### config.mk
export PLATFORM = sky130hd
export DESIGN_NAME = serial_cmp_driver_flat
export DESIGN_NICKNAME = d
export VERILOG_FILES = /design/src/rtl/serial_cmp_driver_if.sv /design/src/rtl/serial_cmp_driver.sv /design/src/flat_wrapper.sv
export SDC_FILE = /design/constraint.sdc
export NUM_CORES = 1
export LEC_CHECK = 0
export ABC_CLOCK_PERIOD_IN_PS = 2900
export CAP_MARGIN = 0
export CELL_PAD_IN_SITES_DETAIL_PLACEMENT = 0
export CELL_PAD_IN_SITES_GLOBAL_PLACEMENT = 1
export CORE_MARGIN = 1.5
export CORE_UTILIZATION = 39
export DETAILED_ROUTE_END_ITERATION = 16
export GPL_ROUTABILITY_DRIVEN = 0
export PLACE_DENSITY = 0.84
export SLEW_MARGIN = 20
export SYNTH_ARGS = -nofsm -noshare
export SYNTH_HDL_FRONTEND = slang
export SYNTH_SLANG_ARGS = --single-unit
### constraint.sdc
create_clock -name clk -period 2.9 [get_ports clk]
set_clock_uncertainty 0.05 [all_clocks]
set_input_delay 0.725 -clock clk [delete_from_list [all_inputs] [get_ports clk]]
set_output_delay 0.725 -clock clk [all_outputs]
set_load 0.05 [all_outputs]
### src/rtl/serial_cmp_driver_if.sv
// serial_cmp_driver_if: control-side handshake plus bit-serial comparator link.
interface serial_cmp_driver_if #(parameter int WIDTH = 32);
  logic start;
  logic [WIDTH-1:0] A;
  logic [WIDTH-1:0] B;
  logic busy;
  logic done;
  logic L;
  logic E;
  logic G;
  logic cmp_clr;
  logic a_bit;
  logic b_bit;
  logic op;
  logic cmp_L;
  logic cmp_E;
  logic cmp_G;
  modport master (
    output start, A, B, cmp_L, cmp_E, cmp_G,
    input  busy, done, L, E, G, cmp_clr, a_bit, b_bit, op
  );
  modport slave (
    input  start, A, B, cmp_L, cmp_E, cmp_G,
    output busy, done, L, E, G, cmp_clr, a_bit, b_bit, op
  );
endinterface

### src/rtl/serial_cmp_driver.sv
// serial_cmp_driver: runs a bit-serial comparator as a start/done transaction unit.
module serial_cmp_driver #(
  parameter int WIDTH = 32,
  parameter int CNT_W = 6
) (
  input logic clk,
  input logic reset,
  serial_cmp_driver_if.slave bus
);
  typedef enum logic [2:0] {IDLE, CLEAR, SHIFT, HOLD, DONE} state_t;
  state_t state;
  logic [WIDTH-1:0] sa;
  logic [WIDTH-1:0] sb;
  logic [CNT_W-1:0] cnt;
  always_ff @(posedge clk) begin
    if (!reset) begin
      state <= IDLE;
      sa <= '0;
      sb <= '0;
      cnt <= '0;
      bus.cmp_clr <= 1'b0;
      bus.a_bit <= 1'b0;
      bus.b_bit <= 1'b0;
      bus.op <= 1'b1;
      bus.busy <= 1'b0;
      bus.done <= 1'b0;
      bus.L <= 1'b0;
      bus.E <= 1'b0;
      bus.G <= 1'b0;
    end else begin
      bus.cmp_clr <= 1'b0;
      bus.done <= 1'b0;
      case (state)
        IDLE: if (bus.start) begin
          sa <= bus.A;
          sb <= bus.B;
          cnt <= '0;
          bus.cmp_clr <= 1'b1;
          bus.busy <= 1'b1;
          state <= CLEAR;
        end
        CLEAR: begin
          bus.op <= 1'b0;
          bus.a_bit <= sa[WIDTH-1];
          bus.b_bit <= sb[WIDTH-1];
          state <= SHIFT;
        end
        SHIFT: begin
          // bit outputs are registered, so preload the MSB that follows the shift
          sa <= sa << 1;
          sb <= sb << 1;
          cnt <= cnt + 1'b1;
          bus.a_bit <= sa[WIDTH-2];
          bus.b_bit <= sb[WIDTH-2];
          if (cnt == CNT_W'(WIDTH - 1)) begin
            cnt <= '0;
            bus.op <= 1'b1;
            bus.a_bit <= 1'b0;
            bus.b_bit <= 1'b0;
            state <= HOLD;
          end
        end
        HOLD: begin
          bus.L <= bus.cmp_L;
          bus.E <= bus.cmp_E;
          bus.G <= bus.cmp_G;
          bus.done <= 1'b1;
          state <= DONE;
        end
        DONE: begin
          bus.busy <= 1'b0;
          state <= IDLE;
        end
        default: state <= IDLE;
      endcase
    end
  end
endmodule
### src/flat_wrapper.sv
// flat-port wrapper written by rule: the top's interface ports become plain ports
module serial_cmp_driver_flat 
#(
  parameter int WIDTH = 32,
  parameter int CNT_W = 6
)
  (clk, reset, bus_start, bus_A, bus_B, bus_cmp_L, bus_cmp_E, bus_cmp_G, bus_busy, bus_done, bus_L, bus_E, bus_G, bus_cmp_clr, bus_a_bit, bus_b_bit, bus_op);
  serial_cmp_driver_if #(.WIDTH(WIDTH)) bus_i ();
  input logic clk;
  input logic reset;
  input wire logic [$bits(bus_i.start)-1:0] bus_start;
  input wire logic [$bits(bus_i.A)-1:0] bus_A;
  input wire logic [$bits(bus_i.B)-1:0] bus_B;
  input wire logic [$bits(bus_i.cmp_L)-1:0] bus_cmp_L;
  input wire logic [$bits(bus_i.cmp_E)-1:0] bus_cmp_E;
  input wire logic [$bits(bus_i.cmp_G)-1:0] bus_cmp_G;
  output wire logic [$bits(bus_i.busy)-1:0] bus_busy;
  output wire logic [$bits(bus_i.done)-1:0] bus_done;
  output wire logic [$bits(bus_i.L)-1:0] bus_L;
  output wire logic [$bits(bus_i.E)-1:0] bus_E;
  output wire logic [$bits(bus_i.G)-1:0] bus_G;
  output wire logic [$bits(bus_i.cmp_clr)-1:0] bus_cmp_clr;
  output wire logic [$bits(bus_i.a_bit)-1:0] bus_a_bit;
  output wire logic [$bits(bus_i.b_bit)-1:0] bus_b_bit;
  output wire logic [$bits(bus_i.op)-1:0] bus_op;
  assign bus_i.start = bus_start;
  assign bus_i.A = bus_A;
  assign bus_i.B = bus_B;
  assign bus_i.cmp_L = bus_cmp_L;
  assign bus_i.cmp_E = bus_cmp_E;
  assign bus_i.cmp_G = bus_cmp_G;
  assign bus_busy = bus_i.busy;
  assign bus_done = bus_i.done;
  assign bus_L = bus_i.L;
  assign bus_E = bus_i.E;
  assign bus_G = bus_i.G;
  assign bus_cmp_clr = bus_i.cmp_clr;
  assign bus_a_bit = bus_i.a_bit;
  assign bus_b_bit = bus_i.b_bit;
  assign bus_op = bus_i.op;
  serial_cmp_driver #(.WIDTH(WIDTH), .CNT_W(CNT_W)) u_core (.clk(clk), .reset(reset), .bus(bus_i));
endmodule
Yosys cells after proc, flatten, opt, wreduce, memory -nomap -nowiden --
Cells that the tools add are included.
Storage, ports and cells: input port bits 70, output and inout bits 9, word-level logic and storage cells 50, bits in registers 82
Cells by class: eq/ne operators 7, reductions and logical operators 9, $add $sub $neg 1, muxes and demuxes 20
Operators by type and width (count):
- 32-bit one-hot mux with 2 select lines | 2
- 32-bit 2-to-1 mux | 2
- 6-bit 2-to-1 mux | 2
- 3-bit one-hot mux with 4 select lines | 1
- 6-bit one-hot mux with 2 select lines | 1
- 2-bit AND reduction | 5
- 1-bit one-hot mux with 2 select lines | 4
- 6-bit by 1-bit adder with 6-bit output (second input constant) | 1
- 3-bit by 2-bit == test with 1-bit output (second input constant) | 2
- 6-bit by 5-bit == test with 1-bit output (second input constant) | 1
- 1-bit 2-to-1 mux | 6
- 3-bit 2-to-1 mux | 2
- 2-bit nonzero test | 3
- 3-bit by 1-bit == test with 1-bit output (second input constant) | 1
- 3-bit == test (second input constant) | 1
- 3-bit logical NOT | 1
- 2-bit by 1-bit inequality test with 1-bit output (second input constant) | 1
- 2-bit inequality test (second input constant) | 1

Logic depth before layout (Yosys ltp) --
Gate-level depths: netlist of run 1.
depth in word-level cells 3, depth in mapped cells 7, mapped depth without buffers 4

Least setup slack after synthesis of run 1 --
Ideal clock, no wire load.
path type input -> register, start point in bus_start, end point reg u_core.sa[10], slack 1062 ps, arrival 1662 ps, buffers on the path 3, setup time 126 ps, data required time 2724 ps, cell stages on the path 6, cell sequence or4b_4 -> buf_6 -> buf_6 -> buf_6 -> nand2_1 -> a31oi_1
On the way: longest elaborated chain between the ends 2
RTL lines:
- start: declaration | RTL line flat_wrapper.sv:11 | input wire logic [$bits(bus_i.start)-1:0] bus_start;
- 2-bit inequality test (no line)
- 2-bit AND reduction (no line)
- end signal: assignment | RTL line serial_cmp_driver.sv:35 | sa <= bus.A;
- end signal: assignment | RTL line serial_cmp_driver.sv:50 | sa <= sa << 1;
- end: declaration | RTL line serial_cmp_driver.sv:12 | logic [WIDTH-1:0] sa;
No other way between the ends. A chain may end at the register's enable or synchronous reset.

Worst setup path after layout of run 1 --
start point reg u_core.bus.op, end point out bus_op
RTL lines:
- start: declaration | RTL line serial_cmp_driver_if.sv:24 | output busy, done, L, E, G, cmp_clr, a_bit, b_bit, op
- start signal: assignment | RTL line serial_cmp_driver.sv:24 | bus.op <= 1'b1;
- start signal: assignment | RTL line serial_cmp_driver.sv:43 | bus.op <= 1'b0;
- start signal: assignment | RTL line serial_cmp_driver.sv:57 | bus.op <= 1'b1;
- end: declaration | RTL line flat_wrapper.sv:25 | output wire logic [$bits(bus_i.op)-1:0] bus_op;
No word-level cell between the ends.

==> impl_metrics.ini, run 1 <==
[status]
status = finished clean

[timing]
hold_ws_ps = 419
slew_viol_final = 0
period_share = 0.787
slew_headroom = 0.528
tightestPinTransition_ps = 708
max_freq_mhz = 438
rsz0062_at_grt = false
finalCriticalPeriod_ps = 2280
finalHoldViolations = 0
setup-tns-final_ps = 0
finalSetupViolations = 0
fin_ws_ps = 618

[yosys]
yosys_most_used_dff = dfxtp_1
synth_area_um2 = 3460
synthesis.instances = 438
synth_edf_count = 0
async_flop_share = 0
yosysUniqueCellTypes = 36
yosysWarningCount = 0
synth_seq_area_share = 0.475
syn-num-nets = 509
avgSynthCellArea_um2 = 7.90
synth_seq_cells = 82

[cells_and_area]
final_cell_mix = nand2_1, dfxtp_1, clkdlybuf4s50_1
antenna_cells = 0
nFillCells = 859
final_area_um2 = 4430
fin_util = 0.513
final_cells = 605
final_common_cell = nand2_1
nets = 563
drive_gt1_frac = 0.0584
syn_to_final_growth_pct = 28.2

[worst_hold_path]
min_to = u_core.sa[0]$_SDFFE_PN0P_
worstHoldStart = u_core.sa[0]$_SDFFE_PN0P_
hold_depth = 2
hold_path.class = reg2reg

[clock_tree]
hold_buffers = 0
htree_num_levels = 3
clk_pin_slew_ps = 80
cts_setup_buffers = 0
cts_root_buffer = clkbuf_8
clockBufferDepth = 2
clock_latency_ps = 340
cts_tree = yes
cts_resized = 0
cts_buffers = 9
clock_sinks = 82

[routing]
routedWlPerCell_um = 13.0
drtIter0Drc = 165
via_count = 3164
wirelength_mm = 7.86
drc = 0
drtAntennaViolNets = 0
firstDrtPassIters = 4
detail_route.vias_per_cell = 5.23

[grt]
grt_remaining_overflow = 0
grt.met2_usage = 0.269
grt_pass1_wl_mm = 13.1
met3_usage = 0.0403
grt_pass1_vias = 2933
grt_start_max_net_pins = 69
use_met1 = 0.217
grtUsageTotal = 0.167
antenna_found_initial = 0
grt-busiest-layer = met2

[power_and_ir_drop]
power_switching_uw = 731
internal-power_mw = 1.91
p_seq_frac = 0.498
pwr-share-comb = 0.185
p_clk_frac = 0.317
p_leak_nw = 1.59
power.density_nw_per_um2 = 596
power_mw = 2.64
max-vdd-ir-drop_uv = 282
swShare = 0.277

[worst_setup_path]
crit_chain = clkdlybuf4s50_1
cp_num_cells = 1
end_kind = output port
worstRegToRegCells = 4
crit_slowest_cell = clkdlybuf4s50_1
critPathLaunchType = flop
critPathMaxStageDelay_ps = 810
r2r-start = u_core.state[1]$_SDFFE_PN0P_
critPathKind = reg2out
path_max_fanout = 3
worst-path-buf-inv = 1
crit_arrival_ps = 1510
rr_endpoint = u_core.cnt[5]$_SDFFE_PN0P_
path_delay_family = buffers and inverters
critPathRequiredTime_ps = 2120
reg2reg_slack_ps = 920

[placed_design]
dp_hpwl_mm = 4.99
io_buffers = 78
place_ws_ps = 332
placed_cells = 589
place_area_um2 = 4230

[floorplanning]
dieArea_um2 = 9440
row_count = 34
die_h_um = 97.2
core_area_um2 = 8640
die-width_um = 97.2
start_util = 0.400
pin_count = 79

[flow_run]
cap_violations = 0
-- state kept, by name, summed over array words and instances (netlist names), 3 cells and up --
name,flops
u_core.sa,32
u_core.state,3
u_core.sb,32
u_core.cnt,6
-- tightest hold or removal path: cells and delay by family, from the launching register on --
family	cells	cell delay, ps
DFF	1	310
AOI/OAI and AO/OA	1	60
and+or+nand+nor	1	60
-- area by class of cell --
cell class	instances	area (um^2)	share of cell area
Multi-Input combinational cell	310	1590	0.359
Inverter	3	11.3	0.00254
Sequential cell	82	1640	0.370
Clock buffer	11	151	0.0342
Clock inverter	5	52.6	0.0119
Tap cell	108	135	0.0305
Timing Repair Buffer	86	848	0.191
-- synthesized netlist by cell type (3+ instances only) --
| cell type | instances | area [um^2] |
|---|---|---|
| nand2_1 | 127 | 477 |
| a311oi_1 | 3 | 26.3 |
| a31oi_1 | 60 | 375 |
| dfxtp_1 | 82 | 1640 |
| inv_1 | 3 | 11.3 |
| a21oi_1 | 8 | 40.0 |
| mux2i_1 | 3 | 30.0 |
| nand2b_1 | 3 | 18.8 |
| nand3_1 | 7 | 35.0 |
| buf_2 | 20 | 100 |
| o21ai_0 | 62 | 310 |
| o211ai_1 | 4 | 30.0 |
| buf_6 | 5 | 56.3 |
| clkbuf_1 | 18 | 67.6 |
| a211oi_1 | 3 | 22.5 |
| nor2_1 | 8 | 30.0 |
-- metal layers --
layer / wire (um) / vias to the layer above
li1: - / 1646
met1: 3760 / 1414
met2: 3520 / 96
met3: 491 / 8
met4: 93 / 0
met5: 0 / -
-- power groups by stage --
stage / logic, mW / clock network [mW] / registers (mW)
6_report: 0.489 / 0.838 / 1.31
4_1_cts: 0.495 / 0.864 / 1.31
3_3_place_gp: 0.485 / 0 / 1.34
2_1_floorplan: 0.311 / 0 / 1.35
3_5_place_dp: 0.492 / 0 / 1.34
5_1_grt: 0.546 / 0.907 / 1.33
-- how the worst max path moves through the flow --
stage | from | end | slack [ps]
after floorplan | bus_start | u_core.sa[10]$_SDFFE_PN0P_ | 1060
after global placement | bus_start | u_core.cnt[2]$_SDFFE_PN0P_ | 360
after detailed placement | bus_start | u_core.cnt[3]$_SDFFE_PN0P_ | 330
after CTS | u_core.bus.op$_SDFFE_PN1P_ | bus_op | 590
after global routing | u_core.bus.op$_SDFFE_PN1P_ | bus_op | 560
final | u_core.bus.op$_SDFFE_PN1P_ | bus_op | 620
-- logic make-up after synthesis --
family                     after synthesis  synth area share
and+or+nand+nor                        157             0.191
adders and majority gates                1           0.00362
buffers and inverters                   46            0.0680
DFF                                     82             0.475
AOI/OAI and AO/OA                      148             0.252
muxes                                    3           0.00868
xor gates and xnor gates                 1           0.00253
Power figures use the tool's default switching activity.
==> inputs of run 2 (changes only) <==
--- a/config.mk
+++ b/config.mk
@@ -5,15 +5,15 @@
 export SDC_FILE = /design/constraint.sdc
 export NUM_CORES = 1
 export LEC_CHECK = 0
-export ABC_CLOCK_PERIOD_IN_PS = 2900
+export ABC_CLOCK_PERIOD_IN_PS = 2380
 export CAP_MARGIN = 0
 export CELL_PAD_IN_SITES_DETAIL_PLACEMENT = 0
 export CELL_PAD_IN_SITES_GLOBAL_PLACEMENT = 1
 export CORE_MARGIN = 1.5
-export CORE_UTILIZATION = 39
+export CORE_UTILIZATION = 36
 export DETAILED_ROUTE_END_ITERATION = 16
 export GPL_ROUTABILITY_DRIVEN = 0
-export PLACE_DENSITY = 0.84
+export PLACE_DENSITY = 0.78
 export SLEW_MARGIN = 20
 export SYNTH_ARGS = -nofsm -noshare
 export SYNTH_HDL_FRONTEND = slang
==> constraint.sdc (replaced) <==
create_clock -name clk -period 2.38 [get_ports clk]
set_clock_uncertainty 0.05 [all_clocks]
set_input_delay 0.595 -clock clk [delete_from_list [all_inputs] [get_ports clk]]
set_output_delay 0.595 -clock clk [all_outputs]
set_load 0.05 [all_outputs]
==> impl_metrics.ini, run 2 (synthesis results as in run 1) <==
[clock_tree]
clockBufferDepth = 2
clock_sinks = 82
cts_tree = yes
cts_buffers = 9
htree_num_levels = 3
cts_root_buffer = clkbuf_8
cts_resized = 0
clk_pin_slew_ps = 80
hold_buffers = 0
clock_latency_ps = 350
cts_setup_buffers = 0

[power_and_ir_drop]
power_mw = 3.23
p_seq_frac = 0.495
internal-power_mw = 2.31
swShare = 0.285
p_leak_nw = 1.59
power.density_nw_per_um2 = 723
p_clk_frac = 0.317
pwr-share-comb = 0.188
power_switching_uw = 921
max-vdd-ir-drop_uv = 284

[worst_hold_path]
hold_path.class = reg2reg

[flow_run]
cap_violations = 0

[timing]
rsz0062_at_grt = false
period_share = 0.923
finalSetupViolations = 0
slew_headroom = 0.642
finalHoldViolations = 0
tightestPinTransition_ps = 537
fin_ws_ps = 183
finalCriticalPeriod_ps = 2200
max_freq_mhz = 455
slew_viol_final = 0
hold_ws_ps = 420
setup-tns-final_ps = 0

[worst_setup_path]
critPathKind = reg2out
crit_chain = clkdlybuf4s50_1
critPathRequiredTime_ps = 1740
path_max_fanout = 3
critPathMaxStageDelay_ps = 830
crit_arrival_ps = 1550
end_kind = output port
path_delay_family = buffers and inverters
critPathLaunchType = flop
worst-path-buf-inv = 1
crit_slowest_cell = clkdlybuf4s50_1

[floorplanning]
core_area_um2 = 9280
pin_count = 79
row_count = 35
die-width_um = 101
start_util = 0.373
dieArea_um2 = 10200
die_h_um = 101

[cells_and_area]
drive_gt1_frac = 0.0565
final_common_cell = nand2_1
final_cells = 625
ff_latch_area_um2 = 1640
nets = 562
multiInputGateArea_um2 = 1590
nFillCells = 974
syn_to_final_growth_pct = 29.4
antenna_cells = 0
final_cell_mix = nand2_1, dfxtp_1, clkdlybuf4s50_1
reg.largest.list = u_core.sa x32, u_core.sb x32, u_core.cnt x6

[routing]
wirelength_mm = 7.98
drc = 0
detail_route.vias_per_cell = 5.14
drtIter0Drc = 117
firstDrtPassIters = 4
via_count = 3213
routedWlPerCell_um = 12.8
drtAntennaViolNets = 0

[placed_design]
io_buffers = 78
dp_hpwl_mm = 4.99
placed_cells = 609
place_ws_ps = 158

[grt]
antenna_found_initial = 0
grt_pass1_wl_mm = 13.4
grt_remaining_overflow = 0
grt_start_max_net_pins = 68
grtUsageTotal = 0.163
grt_pass1_vias = 2947

[status]
status = finished clean
==> run 2: cell count changes in the layout (fill, tap and decap cells not counted), sizes merged <==
| cell | delta |
|---|---|
| clkinvlp | -1 |
| clkinv | +2 |
| buf | -1 |
| clkbuf | -1 |
==> run 2: metrics by stage <==
stage	cell area [um^2]	utilization
final	4480	0.482
after global routing	4480	0.482
after CTS	4480	0.482
after detailed placement	4270	0.460
after global placement	4270	0.460
after floorplan	3460	-
==> run 2: path summary, 6_finish.rpt <==
check,end,startpoint,cells after the start,slack (ps)
setup / recovery,bus_op,u_core.bus.op$_SDFFE_PN1P_,1,180
hold / removal,u_core.sb[0]$_SDFFE_PN0P_,u_core.sb[0]$_SDFFE_PN0P_,2,420
setup reg to reg,u_core.sb[15]$_SDFFE_PN0P_,u_core.state[2]$_SDFFE_PN0P_,4,480
hold reg to reg,u_core.sb[0]$_SDFFE_PN0P_,u_core.sb[0]$_SDFFE_PN0P_,2,420
==> run 2: per-layer routing <==
metal,global-route usage,vias up,wire length [um]
met5,0,-,0
met4,0.0609,0,88
met3,0.0347,9,394
met2,0.260,77,3510
met1,0.218,1480,3990
li1,-,1647,-
==> run 2: power by group through the flow <==
stage	Sequential [mW]	Clock (mW)	Combinational, mW
finish	1.60	1.02	0.608
CTS	1.60	1.06	0.617
floorplan	1.64	0	0.379
global placement	1.63	0	0.606
detailed placement	1.63	0	0.616
global route	1.62	1.12	0.687
==> run 2: area by class of cell <==
class / instances / share of cell area
flip-flops and latches: 82 / 0.367
multi-input cells: 310 / 0.356
repair buffers: 85 / 0.193
well taps: 129 / 0.0361
clock buffers: 10 / 0.0307
clock inverters: 6 / 0.0148
inverters: 3 / 0.00252
==> inputs of run 3 (changes only) <==
--- a/config.mk
+++ b/config.mk
@@ -5,15 +5,16 @@
 export SDC_FILE = /design/constraint.sdc
 export NUM_CORES = 1
 export LEC_CHECK = 0
-export ABC_CLOCK_PERIOD_IN_PS = 2380
+export ABC_AREA = 1
+export ABC_CLOCK_PERIOD_IN_PS = 2700
 export CAP_MARGIN = 0
 export CELL_PAD_IN_SITES_DETAIL_PLACEMENT = 0
 export CELL_PAD_IN_SITES_GLOBAL_PLACEMENT = 1
 export CORE_MARGIN = 1.5
-export CORE_UTILIZATION = 36
+export CORE_UTILIZATION = 38
 export DETAILED_ROUTE_END_ITERATION = 16
 export GPL_ROUTABILITY_DRIVEN = 0
-export PLACE_DENSITY = 0.78
+export PLACE_DENSITY = 0.84
 export SLEW_MARGIN = 20
 export SYNTH_ARGS = -nofsm -noshare
 export SYNTH_HDL_FRONTEND = slang
==> constraint.sdc (replaced) <==
create_clock -name clk -period 2.7 [get_ports clk]
set_clock_uncertainty 0.05 [all_clocks]
set_input_delay 0.675 -clock clk [delete_from_list [all_inputs] [get_ports clk]]
set_output_delay 0.675 -clock clk [all_outputs]
set_load 0.05 [all_outputs]
==> impl_metrics.ini, run 3 <==
[clock_tree]
cts_root_buffer = clkbuf_8
cts_setup_buffers = 0
clock_sinks = 82
clk_pin_slew_ps = 90
clockBufferDepth = 2
cts_tree = yes
clock_latency_ps = 340
cts_resized = 0
hold_buffers = 0
htree_num_levels = 3
cts_buffers = 9

[yosys]
async_flop_share = 0
synth_area_um2 = 3690
yosysMostFrequentCell = nand2_1
yosys_most_used_dff = dfxtp_1
yosys.area.top_type = dfxtp_1
synth_area_leaders = dfxtp_1, nand2_1, nor2_1, o21ai_0, o21ai_1
syn-num-nets = 644
synth_top_area_frac = 0.445
synthesis.instances = 573
synth_commonest_cells = nand2_1, nor2_1, dfxtp_1
avgSynthCellArea_um2 = 6.44
synth_seq_cells = 82
synth_edf_count = 0
yosysWarningCount = 0
synth_seq_area_share = 0.445
yosysUniqueCellTypes = 22

[routing]
detail_route.vias_per_cell = 4.61
drtIter0Drc = 138
drtAntennaViolNets = 0
firstDrtPassIters = 4
routedWlPerCell_um = 11.2
drc = 0
via_count = 3539
wirelength_mm = 8.64

[cells_and_area]
reg.largest.list = u_core.sa x32, u_core.sb x32, u_core.cnt x6
final_area_um2 = 4750
nets = 705
syn_to_final_growth_pct = 28.8
antenna_cells = 0
nFillCells = 964
drive_gt1_frac = 0.0454
final_cell_mix = nand2_1, nor2_1, dfxtp_1
final_common_cell = nand2_1

[grt]
grt_start_max_net_pins = 62
antenna_found_initial = 0
grt_remaining_overflow = 0
grt_pass1_wl_mm = 14.5
grtUsageTotal = 0.174
grt_pass1_vias = 3301

[power_and_ir_drop]
power.density_nw_per_um2 = 609
p_clk_frac = 0.336
internal-power_mw = 2.11
p_seq_frac = 0.477
pwr-share-comb = 0.187
power_switching_uw = 790
swShare = 0.272
p_leak_nw = 2.13
max-vdd-ir-drop_uv = 248

[status]
status = finished clean

[floorplanning]
row_count = 35
dieArea_um2 = 10300
die-width_um = 102
start_util = 0.396
die_h_um = 102
pin_count = 79
core_area_um2 = 9330

[timing]
hold_ws_ps = 419
finalHoldViolations = 0
period_share = 0.828
max_freq_mhz = 448
setup-tns-final_ps = 0
tightestPinTransition_ps = 493
fin_ws_ps = 466
finalCriticalPeriod_ps = 2230
slew_headroom = 0.670
finalSetupViolations = 0
slew_viol_final = 0
rsz0062_at_grt = false

[placed_design]
place_ws_ps = 525
dp_hpwl_mm = 5.45
place_area_um2 = 4540
io_buffers = 78

[worst_setup_path]
worst-path-buf-inv = 1
critPathRequiredTime_ps = 1980
crit_chain = clkdlybuf4s50_1
end_kind = output port
crit_slowest_cell = clkdlybuf4s50_1
crit_arrival_ps = 1510
path_max_fanout = 2
critPathLaunchType = flop
path_delay_family = buffers and inverters
critPathMaxStageDelay_ps = 810
critPathKind = reg2out

[flow_run]
cap_violations = 0

[worst_hold_path]
hold_path.class = reg2reg
-- run 3: cells by family (layout without fill, tap and decap cells) --
family | after synthesis | count (layout) | share of synthesized area
compound gates | 86 | 86 | 0.122
fa+ha+maj | 1 | 1 | 0.00339
buf+inv | 49 | 115 | 0.0641
flops | 82 | 82 | 0.445
simple gates | 355 | 355 | 0.365
-- run 3: worst paths after layout --
check        depth (start not counted)                             to                          from  slack [ps]
max                                  1                       bus_busy  u_core.bus.busy$_SDFFE_PN0P_         470
min                                  2      u_core.sa[0]$_SDFFE_PN0P_     u_core.sa[0]$_SDFFE_PN0P_         420
max reg2reg                          7  u_core.bus.a_bit$_SDFFE_PN0P_  u_core.state[0]$_SDFFE_PN0P_         800
min reg2reg                          2      u_core.sa[0]$_SDFFE_PN0P_     u_core.sa[0]$_SDFFE_PN0P_         420
-- run 3: final cells by class --
type	count	area, um^2	share of cell area
inverters	13	48.8	0.0103
well taps	129	161	0.0339
flip-flops and latches	82	1640	0.345
repair buffers	86	861	0.181
clock inverters	5	77.6	0.0163
clock buffers	11	141	0.0297
multi-input cells	442	1820	0.383
-- run 3: through the flow --
stage | cells | power (mW) | util
6_report | 768 | 2.90 | 0.510
5_1_grt | 768 | 3.05 | 0.510
4_1_cts | 768 | 2.94 | 0.510
3_5_place_dp | 752 | 1.95 | 0.486
3_3_place_gp | 752 | 1.95 | 0.486
2_1_floorplan | 573 | 1.76 | -
-- run 3: power groups by stage --
| stage | clock, mW | sequential, mW | combinational, mW |
|---|---|---|---|
| final | 0.975 | 1.38 | 0.542 |
| after CTS | 1.01 | 1.38 | 0.550 |
| after detailed placement | 0 | 1.41 | 0.547 |
| after floorplan | 0 | 1.43 | 0.331 |
| after global placement | 0 | 1.41 | 0.541 |
| after global routing | 1.04 | 1.40 | 0.616 |
-- run 3: metal layers --
layer | GRT usage | vias up | share of wire
li1 | - | 1903 | -
met3 | 0.0269 | 7 | 0.039
met1 | 0.218 | 1556 | 0.49
met2 | 0.301 | 73 | 0.46
met5 | 0 | - | 0
met4 | 0.0630 | 0 | 0.012
